File: config.mk
export PLATFORM = sky130hd
export DESIGN_NAME = out_writeback
export DESIGN_NICKNAME = d
export VERILOG_FILES = /design/src/rtl/out_writeback_pkg.sv /design/src/rtl/out_writeback_fifo.sv /design/src/rtl/out_writeback.sv
export SDC_FILE = /design/constraint.sdc
export NUM_CORES = 1
export LEC_CHECK = 0
export BUFFER_PORTS_ARGS = -buffer_cell sky130_fd_sc_hd__buf_4
export CAP_MARGIN = 25
export CORE_MARGIN = 10
export CORE_UTILIZATION = 25
export CTS_CLUSTER_SIZE = 16
export DETAILED_ROUTE_END_ITERATION = 8
export MAX_ROUTING_LAYER = met4
export PLACE_DENSITY = 0.48
export RECOVER_POWER = 100
export SLEW_MARGIN = 0
export SYNTH_ARGS = -nofsm -noshare
export SYNTH_HDL_FRONTEND = slang
export SYNTH_SLANG_ARGS = --single-unit
File: constraint.sdc
create_clock -name clk -period 16.3 [get_ports clk]
set_clock_uncertainty 0.05 [all_clocks]
set_input_delay 0.815 -clock clk [delete_from_list [all_inputs] [get_ports clk]]
set_output_delay 0.815 -clock clk [all_outputs]
set_load 0.02 [all_outputs]
File: src/rtl/out_writeback_pkg.sv
// Shared types and width helpers for the output write-back stage.
package out_writeback_pkg;

  localparam int LANE_W = 16;

  typedef enum logic [1:0] {
    IDLE,
    RUN,
    DRAIN,
    DONE
  } wb_state_e;

  function automatic int word_width(input int lanes);
    return lanes * LANE_W;
  endfunction

  // Pooled rows carry half the lanes; two of them make one full word.
  function automatic int half_width(input int lanes);
    return (lanes / 2) * LANE_W;
  endfunction

endpackage

File: src/rtl/out_writeback_fifo.sv
// Small synchronous FIFO; head is presented straight from storage, gated to zero when empty.
module wb_fifo #(
  parameter int WIDTH = 64,
  parameter int DEPTH = 8
) (
  input  logic             clk,
  input  logic             rst,
  input  logic             push,
  input  logic [WIDTH-1:0] push_data,
  input  logic             pop,
  output logic [WIDTH-1:0] head,
  output logic             full,
  output logic             empty
);

  localparam int AW    = $clog2(DEPTH);
  localparam int CNT_W = AW + 1;

  logic [WIDTH-1:0] mem_q [DEPTH];
  logic [AW-1:0]    wr_ptr_q, wr_ptr_d;
  logic [AW-1:0]    rd_ptr_q, rd_ptr_d;
  logic [CNT_W-1:0] count_q, count_d;
  logic             do_push, do_pop;

  assign empty = (count_q == '0);
  assign full  = (count_q == CNT_W'(DEPTH));
  assign head  = empty ? '0 : mem_q[rd_ptr_q];

  // A push into a full FIFO only lands if the head leaves in the same cycle.
  always_comb begin
    do_pop   = pop && !empty;
    do_push  = push && (!full || do_pop);
    wr_ptr_d = wr_ptr_q;
    rd_ptr_d = rd_ptr_q;
    count_d  = count_q;
    if (do_push) wr_ptr_d = wr_ptr_q + AW'(1);
    if (do_pop)  rd_ptr_d = rd_ptr_q + AW'(1);
    if (do_push && !do_pop)      count_d = count_q + CNT_W'(1);
    else if (do_pop && !do_push) count_d = count_q - CNT_W'(1);
  end

  always_ff @(posedge clk) begin
    if (!rst) begin
      wr_ptr_q <= '0;
      rd_ptr_q <= '0;
      count_q  <= '0;
    end else begin
      wr_ptr_q <= wr_ptr_d;
      rd_ptr_q <= rd_ptr_d;
      count_q  <= count_d;
    end
  end

  always_ff @(posedge clk) begin
    if (do_push) mem_q[wr_ptr_q] <= push_data;
  end

endmodule

File: src/rtl/out_writeback.sv
// Collects post-processed or pooled rows, packs pooled halves into full words,
// and writes them to consecutive output-buffer addresses under backpressure.
module out_writeback
  import out_writeback_pkg::*;
#(
  parameter int POX        = 4,
  parameter int FIFO_DEPTH = 8,
  parameter int ADDR_W     = 12
) (
  input  logic                      clk,
  input  logic                      rst,
  input  logic                      cfg_start,
  input  logic                      cfg_pool_en,
  input  logic [ADDR_W-1:0]         cfg_base_addr,
  input  logic [ADDR_W-1:0]         cfg_word_cnt,
  input  logic [POX*LANE_W-1:0]     post_out,
  input  logic                      post_out_valid,
  input  logic [POX/2*LANE_W-1:0]   pooling_out,
  input  logic                      pooling_out_valid,
  output logic                      wr_en,
  output logic [ADDR_W-1:0]         wr_addr,
  output logic [POX*LANE_W-1:0]     wr_data,
  input  logic                      wr_ready,
  output logic                      busy,
  output logic                      done,
  output logic                      overflow
);

  localparam int WORD_W = word_width(POX);
  localparam int HALF_W = half_width(POX);

  wb_state_e         state_q, state_d;
  logic              pool_en_q, pool_en_d;
  logic [ADDR_W-1:0] base_addr_q, base_addr_d;
  logic [ADDR_W-1:0] word_cnt_q, word_cnt_d;
  logic [ADDR_W-1:0] push_cnt_q, push_cnt_d;
  logic [ADDR_W-1:0] wr_cnt_q, wr_cnt_d;
  logic              half_q, half_d;
  logic [HALF_W-1:0] pack_lo_q, pack_lo_d;
  logic              overflow_q, overflow_d;

  logic              push_req;
  logic [WORD_W-1:0] push_word;
  logic [ADDR_W-1:0] push_cnt_inc;
  logic              fifo_full, fifo_empty, pop;
  logic [WORD_W-1:0] fifo_head;

  wb_fifo #(
    .WIDTH (WORD_W),
    .DEPTH (FIFO_DEPTH)
  ) u_fifo (
    .clk       (clk),
    .rst       (rst),
    .push      (push_req),
    .push_data (push_word),
    .pop       (pop),
    .head      (fifo_head),
    .full      (fifo_full),
    .empty     (fifo_empty)
  );

  assign wr_en        = !fifo_empty;
  assign wr_data      = fifo_head;
  assign pop          = wr_en && wr_ready;
  assign wr_addr      = base_addr_q + wr_cnt_q;
  assign overflow     = overflow_q;
  assign push_cnt_inc = push_cnt_q + ADDR_W'(1);

  always_ff @(posedge clk) begin
    if (!rst) state_q <= IDLE;
    else      state_q <= state_d;
  end

  always_comb begin
    state_d = state_q;
    case (state_q)
      IDLE:    if (cfg_start) state_d = (cfg_word_cnt == '0) ? DONE : RUN;
      RUN:     if (push_req && (push_cnt_inc == word_cnt_q)) state_d = DRAIN;
      DRAIN:   if (fifo_empty) state_d = DONE;
      DONE:    state_d = IDLE;
      default: state_d = IDLE;
    endcase
  end

  always_comb begin
    busy = (state_q != IDLE);
    done = (state_q == DONE);
  end

  // Dropped words still count toward the tile so the FSM cannot stall on overflow.
  always_comb begin
    pool_en_d   = pool_en_q;
    base_addr_d = base_addr_q;
    word_cnt_d  = word_cnt_q;
    push_cnt_d  = push_cnt_q;
    wr_cnt_d    = wr_cnt_q;
    half_d      = half_q;
    pack_lo_d   = pack_lo_q;
    overflow_d  = overflow_q;
    push_req    = 1'b0;
    push_word   = post_out;

    if (pop) wr_cnt_d = wr_cnt_q + ADDR_W'(1);

    case (state_q)
      IDLE: begin
        if (cfg_start) begin
          pool_en_d   = cfg_pool_en;
          base_addr_d = cfg_base_addr;
          word_cnt_d  = cfg_word_cnt;
          push_cnt_d  = '0;
          wr_cnt_d    = '0;
          half_d      = 1'b0;
          overflow_d  = 1'b0;
        end
      end
      RUN: begin
        if (pool_en_q) begin
          if (pooling_out_valid) begin
            if (half_q) begin
              push_req  = 1'b1;
              push_word = {pooling_out, pack_lo_q};
              half_d    = 1'b0;
            end else begin
              pack_lo_d = pooling_out;
              half_d    = 1'b1;
            end
          end
        end else begin
          push_req = post_out_valid;
        end
        if (push_req) begin
          push_cnt_d = push_cnt_inc;
          if (fifo_full && !pop) overflow_d = 1'b1;
        end
      end
      default: ;
    endcase
  end

  always_ff @(posedge clk) begin
    if (!rst) begin
      pool_en_q   <= 1'b0;
      base_addr_q <= '0;
      word_cnt_q  <= '0;
      push_cnt_q  <= '0;
      wr_cnt_q    <= '0;
      half_q      <= 1'b0;
      pack_lo_q   <= '0;
      overflow_q  <= 1'b0;
    end else begin
      pool_en_q   <= pool_en_d;
      base_addr_q <= base_addr_d;
      word_cnt_q  <= word_cnt_d;
      push_cnt_q  <= push_cnt_d;
      wr_cnt_q    <= wr_cnt_d;
      half_q      <= half_d;
      pack_lo_q   <= pack_lo_d;
      overflow_q  <= overflow_d;
    end
  end

endmodule

==> results of run 1 <==
[tightest hold or removal path, stage by stage (launching register included)]
cell     delay, ns
dfxtp_1       0.30
nand2_1       0.05
a21oi_1       0.05
[per-stage QoR]
step                      setup slack (ns)  total power (W)  std cells
after floorplan                       9.79          0.00260       1496
after global placement               12.06          0.00311       2934
after detailed placement             12.09          0.00312       2934
after CTS                            11.43          0.00471       3060
after global routing                  6.60          0.00476       3062
final                                 7.22          0.00452       3062
[cells in the mapped netlist, types with 2 or more instances]
cell	number
xnor2_1	24
fa_1	2
nor2b_1	6
ha_1	23
mux2i_1	66
dfxtp_1	98
buf_4	2
or3_1	4
a31oi_1	2
o21ai_0	18
inv_1	14
nand2_1	150
or2_2	2
nand2b_1	2
a21o_1	2
inv_2	2
buf_2	16
nor2_1	120
nor3_1	16
a21boi_1	2
o21a_1	4
xor2_1	17
a21oi_1	80
mux2_2	65
and3_1	6
nor4_1	7
buf_1	10
a211oi_1	2
nand3_1	13
o21ai_1	2
edfxtp_1	512
mux4_2	128
a311oi_1	2
and2_1	3
and4_1	5
nand4_1	7
clkbuf_1	49
[layout make-up]
| type | count | area, um^2 | share of cell area, % |
|---|---|---|---|
| Tap cell | 1287 | 1610 | 5.39 |
| Clock buffer | 84 | 1870 | 6.25 |
| Inverter | 16 | 60.1 | 0.201 |
| Clock inverter | 42 | 439 | 1.47 |
| Sequential cell | 610 | 17300 | 58.1 |
| Antenna cell | 2 | 5.00 | 0.0168 |
| Timing Repair Buffer | 228 | 1370 | 4.59 |
| Multi-Input combinational cell | 793 | 7160 | 24.0 |
[flip-flops by register name, indices dropped and copies added (netlist names), named ones only]
name / flops
u_fifo.mem_q: 512
pack_lo_q: 32
base_addr_q: 12
push_cnt_q: 12
word_cnt_q: 12
wr_cnt_q: 12
u_fifo.count_q: 4
u_fifo.rd_ptr_q: 3
u_fifo.wr_ptr_q: 3
state_q: 2
half_q: 1
overflow: 1
pool_en_q: 1
[power by group]
group | switching [W] | internal, W
Sequential | 0.0000666 | 0.00175
Combinational | 0.000704 | 0.000431
Clock | 0.000646 | 0.000919
Total | 0.00142 | 0.00310
[layer usage]
metal,global-route usage (%),part of all wire (%),vias up
met1,16.3,46,7154
met3,3.40,6.6,90
li1,-,-,6230
met4,2.79,2.0,0
met5,-,0,-
met2,19.5,46,397
[cells by family (layout without fill, tap and decap cells)]
family | after synthesis | count (layout) | synth area share (%)
AND/OR/NAND/NOR | 345 | 345 | 5.95
other | 0 | 2 | 0
multiplexers | 259 | 259 | 17.2
flip-flops | 610 | 610 | 69.8
AO/OA/AOI/OAI | 123 | 123 | 2.81
adder cells (fa/ha/maj) | 25 | 25 | 1.32
XOR/XNOR | 41 | 41 | 1.44
buffers and inverters | 93 | 370 | 1.52
[layout by cell type, fill, tap and decap left out, types with 5 or more instances in the layout]
master      count
nor2_1        117
ha_1           23
a21oi_1        80
o21ai_0        19
nor3_1         16
clkinvlp_4      5
edfxtp_1      512
dfxtp_1        96
xnor2_1        24
nand2_1       150
nand3_1        13
inv_1          14
bufinv_16       6
clkbuf_16      71
and3_1          6
mux2_1         64
xor2_1         17
mux4_2        128
nand4_1         7
clkinv_2        8
mux2i_1        66
nor4_1          7
clkinv_1       15
nor2b_1         6
and4_1          5
buf_4         133
clkbuf_1      103
[worst min-delay path by stage]
| stage | slack, ns | end | cells after the start | startpoint |
|---|---|---|---|---|
| floorplan | 0.38 | pack_lo_q[0] | 2 | pack_lo_q[0] |
| global placement | 0.39 | pack_lo_q[3] | 2 | pack_lo_q[3] |
| detailed placement | 0.40 | pack_lo_q[23] | 2 | pack_lo_q[23] |
| CTS | 0.37 | base_addr_q[8] | 3 | cfg_base_addr[8] |
| global route | 0.38 | base_addr_q[0] | 3 | cfg_base_addr[0] |
| finish | 0.40 | pack_lo_q[17] | 2 | pack_lo_q[17] |
==> out/summary.txt, run 1 <==
Status - complete, but fails checks
Failing checks - max-capacitance violations, max-slew violations
CP Buf/Inv Count - 3
First-pass GRT wire length - 101000 um
Internal reg-to-reg setup slack - 9.65 ns
Area Overhead vs Synth - 20.1%
Min Hold Slack - 0.402 ns
Clock buffer depth - 3
Pwr/cell area - 151 nW/um^2
Crit Reg-Reg Endpoint - u_fifo.mem_q[7][0]
Post-layout util - 30.3%
Placer Congestion - 0.790
Vias per cell - 4.53
Root buffer cell - clkbuf_16
Top cell type's share of synthesized area - 61.9%
Register area share after synthesis - 69.8%
Row cnt - 115
Hold Vio Cnt, Final - 0
Tot GR Track Use - 12.6%
Top cell by count, worst path - clkbuf_1
CTS sink cnt - 610
Crit start category - flip-flop
Filler Cell Count - 9774
CP Capture Type - output port
Critical path's slowest cell - clkbuf_1
CTS resizes - 0
Hold crit path type - flip-flop to flip-flop
Yosys top cell by area - edfxtp_1
Vias - 13871
Num CTS Buffers - 69
Syn Std Cell Area - 24900 um^2
Slew @ Worst Pin - 3.84 ns
Area contributors post-synth - edfxtp_1 (62%), mux4_2 (12%), dfxtp_1 (7.9%)
Design Area, Final - 29900 um^2
Max-cap violations - 23
IO buf count - 206
Post-CTS Hold Buffers - 0
CTS H-tree depth - 3
Fraction of layout instances using a drive strength above 1 - 21.4%
Final ANT Viol Nets - 0
WP data required - 15.44 ns
Slew Limit Fails - 866
Initial antenna violation count - 6
Net count after synthesis - 1648
Post-synth EDFFs - 512
First drt pass iteration count - 5
DRT Wirelength - 69900 um
IO Pins - 207
LEAKAGE - 9.38 nW
Setup Viol. Count Final - 0
Initial Utilization - 25.2%
Largest net degree at the start of global routing - 92
1st-iter DRT viols - 1027
Critical path depth in cells - 6
Kind of critical path - flip-flop to output port
Core area - 98600 um^2
F_max - 0.110 GHz
Worst vdd ir - 0.117 mV
Die width - 335 um
Vias in the first global route - 14815
Slew HR - -156%
R2R cell count - 7
Setup crit end - wr_data[5]
Top_reg_cell synth - edfxtp_1
CP delay by family, top - buffers and inverters
Largest stage delay, worst path - 2.54 ns
Clock slew at reported path FFs - 0.06 ns
Crit Reg-Reg Startpoint - state_q[1]
# Post-CTS Setup Buffers - 0
Final Critical Period - 9.08 ns
Syn_area_per_cell - 16.6 um^2
Final net count - 1870
HPWL Detailed - 44700 um
Final setup TNS - 0 ns
Period utilization - 55.7%
Die area - 112000 um^2
Synth warnings - 0
Unrepaired setup endpoints after global routing - false
Clk_lat worst skew - 0.61 ns
DRC Markers - 0
Worst Path Arrival - 8.21 ns
Cells after Synth - 1496
Post-synth ARST share - 0%
Critical-path cell list - clkbuf_1, clkbuf_1, mux4_2, mux2i_1, nor2_1, clkbuf_1
Flops & latches, synth - 610
CTS tree - yes
Synth cell types - 50
Post-DP Area - 27900 um^2
DIE HEIGHT - 335 um
Crit Path Max Fanout - 52
Total grt overflow - 0
WL/cell - 22.8 um
No activity file was read; power rests on OpenSTA's default activity.
==> run 2: changes to the inputs <==
clock period = 8.5 ns   (was 16.3 ns; I/O delays follow)
==> run 2 against run 1 <==
Compared with the run above:
- die area unchanged
- core utilization is 0.29 points higher
- critical path type is now flip-flop to flip-flop
- clock power grew 89%
- global-route usage about the same
- worst setup slack worse by 4.2 ns
- final area is 0.95% higher
- the run still ends with max-capacitance violations, max-slew violations left
- register-to-register slack got worse by 6.6 ns
- non-clock buffer count rose by 25
- final cell count rose by 1.1%
- sequential cell count stayed put
- wire length fell by 0.10%
- first-iteration DRC count fell by 12%
==> out/summary.txt, run 2 (synthesis gave the netlist of run 1 again) <==
Final ANT Viol Nets - 0 (unchanged)
CP Buf/Inv Count - 3 (unchanged)
Critical path's slowest cell - clkbuf_1
Num CTS Buffers - 70 (+1.4%)
CTS tree - yes
Root buffer cell - clkbuf_16
Slew @ Worst Pin - 3.65 ns (-0.190 ns)
Status - complete, but fails checks
Die width - 335 um (unchanged)
IO Pins - 207 (unchanged)
Crit. Startpoint - state_q[1]
Hold crit path type - primary input to flip-flop
Clock buffer depth - 3 (unchanged)
WP data required - 8.80 ns (-6.64 ns)
Core area - 98600 um^2 (unchanged)
First drt pass iteration count - 5 (unchanged)
Worst Path Arrival - 5.76 ns (-2.45 ns)
CTS H-tree depth - 3 (unchanged)
Final setup TNS - 0 ns (unchanged)
Setup Viol. Count Final - 0 (unchanged)
Tot GR Track Use - 12.6% (+0.048 points)
# Post-CTS Setup Buffers - 0 (unchanged)
Most flops, register - u_fifo.mem_q
Fraction of layout instances using a drive strength above 1 - 21.2% (-0.22 points)
Power, Total - 0.00863 W (+91%)
Initial Utilization - 25.2% (unchanged)
CTS sink cnt - 610 (unchanged)
Pwr/cell area - 286 nW/um^2 (+89%)
Biggest regs - u_fifo.mem_q: 512 flops, pack_lo_q: 32 flops
Worst vdd ir - 0.197 mV (+69%)
Post-layout util - 30.6% (+0.29 points)
Critical-path cell list - inv_1, ha_1, nand4_1, clkbuf_1, clkbuf_1, mux2_1
F_max - 0.183 GHz
Most common cell after layout, fill and taps aside - edfxtp_1
Total grt overflow - 0 (unchanged)
Slew Limit Fails - 359 (-59%)
Final Critical Period - 5.47 ns
Vias in the first global route - 15084 (+1.8%)
Crit Path Max Fanout - 46 (-12%)
Vias per cell - 4.53 (about the same)
Die area - 112000 um^2 (unchanged)
Largest stage delay, worst path - 2.60 ns (+0.06 ns)
Period utilization - 64.3%
Register area - 17300 um^2 (unchanged)
Multi-input gate area - 7130 um^2 (-0.40%)
CP delay by family, top - buffers and inverters
Top cell by count, worst path - clkbuf_1
Crit Reg-Reg Startpoint - state_q[1]
Max-cap violations - 12 (-48%)
Slew HR - -143% (+13 points)
HPWL Detailed - 44000 um (-1.6%)
Failing checks - max-capacitance violations, max-slew violations
CP Capture Type - flip-flop
DIE HEIGHT - 335 um (unchanged)
Hold_sp - cfg_word_cnt[9]
Commonest non-fill, non-tap cells in the layout - edfxtp_1 (512), nand2_1 (150), buf_4 (141), mux4_2 (128), nor2_1 (119)
Hold Vio Cnt, Final - 0 (unchanged)
Clock slew at reported path FFs - 0.06 ns (about the same)
IO buf count - 206 (unchanged)
Row cnt - 115 (unchanged)
1st-iter DRT viols - 907 (-12%)
Clk_lat worst skew - 0.60 ns (about the same)
Area Overhead vs Synth - 21.3%
WL/cell - 22.6 um (-1.2%)
Number of flip-flops under the largest register name - 512 (unchanged)
DRC Markers - 0 (unchanged)
Internal reg-to-reg setup slack - 3.03 ns (-6.62 ns)
Kind of critical path - flip-flop to flip-flop
Largest net degree at the start of global routing - 91 (-1.1%)
Filler Cell Count - 9729 (-0.46%)
Initial antenna violation count - 13 (+7)
First-pass GRT wire length - 102000 um (+0.79%)
LEAKAGE - 9.55 nW (+1.7%)
Unrepaired setup endpoints after global routing - false
DRT Wirelength - 69900 um (-0.10%)
Final net count - 1896 (+1.4%)
Placer Congestion - 0.802 (+1.5%)
Vias - 14031 (+1.2%)
Crit start category - flip-flop
[run 2: changes by cell type in the layout (fill, tap and decap cells not counted), moves of 2 or more]
cell	change
buf_16	+2
buf_4	+8
clkbuf_1	-6
clkbuf_8	-3
clkinv_1	+3
clkinv_2	+6
clkinv_4	-3
clkinvlp_4	-5
diode_2	+6
dlygate4sd3_1	+24
nor2_1	+2
[run 2: layer usage]
| layer | wire [um] | vias up | GRT usage [%] |
|---|---|---|---|
| met4 | 1710 | 0 | 3.58 |
| met2 | 31700 | 429 | 19.2 |
| met3 | 4390 | 107 | 2.94 |
| met1 | 32000 | 7210 | 16.7 |
| met5 | 0 | - | - |
| li1 | - | 6285 | - |
[run 2: path summary, 6_finish.rpt]
kind,end,depth (start not counted)
hold / removal,word_cnt_q[9],3
hold reg to reg,pack_lo_q[7],2
setup reg to reg,u_fifo.mem_q[2][60],6
setup / recovery,u_fifo.mem_q[2][60],6
[run 2: final cells by class]
type | count | area share (%)
inverters | 16 | 0.199
repair buffers | 253 | 5.67
clock buffers | 85 | 6.10
flip-flops and latches | 610 | 57.5
clock inverters | 44 | 1.41
diodes | 8 | 0.0664
well taps | 1287 | 5.34
multi-input cells | 793 | 23.7
[run 2: timing repair]
| item | CTS | global route |
|---|---|---|
| gates resized for setup | 0 | 0 |
| hold buffers | 24 | 0 |
| hold endpoints to repair | 24 | 0 |
[run 2: report_power, final]
| part | internal (W) | total (W) | switching, W |
|---|---|---|---|
| clock network | 0.00174 | 0.00296 | 0.00123 |
| logic | 0.000809 | 0.00218 | 0.00137 |
| registers | 0.00336 | 0.00348 | 0.000123 |
| total | 0.00590 | 0.00863 | 0.00272 |
[run 2: worst reg2reg max path: stages (launching register included)]
cell	delay, ns
dfxtp_1	0.37
inv_1	0.10
ha_1	0.26
nand4_1	0.44
clkbuf_1	0.55
clkbuf_1	2.61
mux2_1	0.82
[run 2: metrics by stage]
stage | cells | instance area [um^2] | setup slack (ns) | hold slack, ns
detailed placement | 2932 | 27900 | 4.84 | 0.395
CTS | 3085 | 30500 | 4.32 | 0.000245
global route | 3095 | 30100 | 2.58 | 0.0186
floorplan | 1496 | 24900 | 2.34 | 0.384
finish | 3096 | 30100 | 3.03 | 0.0480
global placement | 2931 | 27900 | 4.79 | 0.390
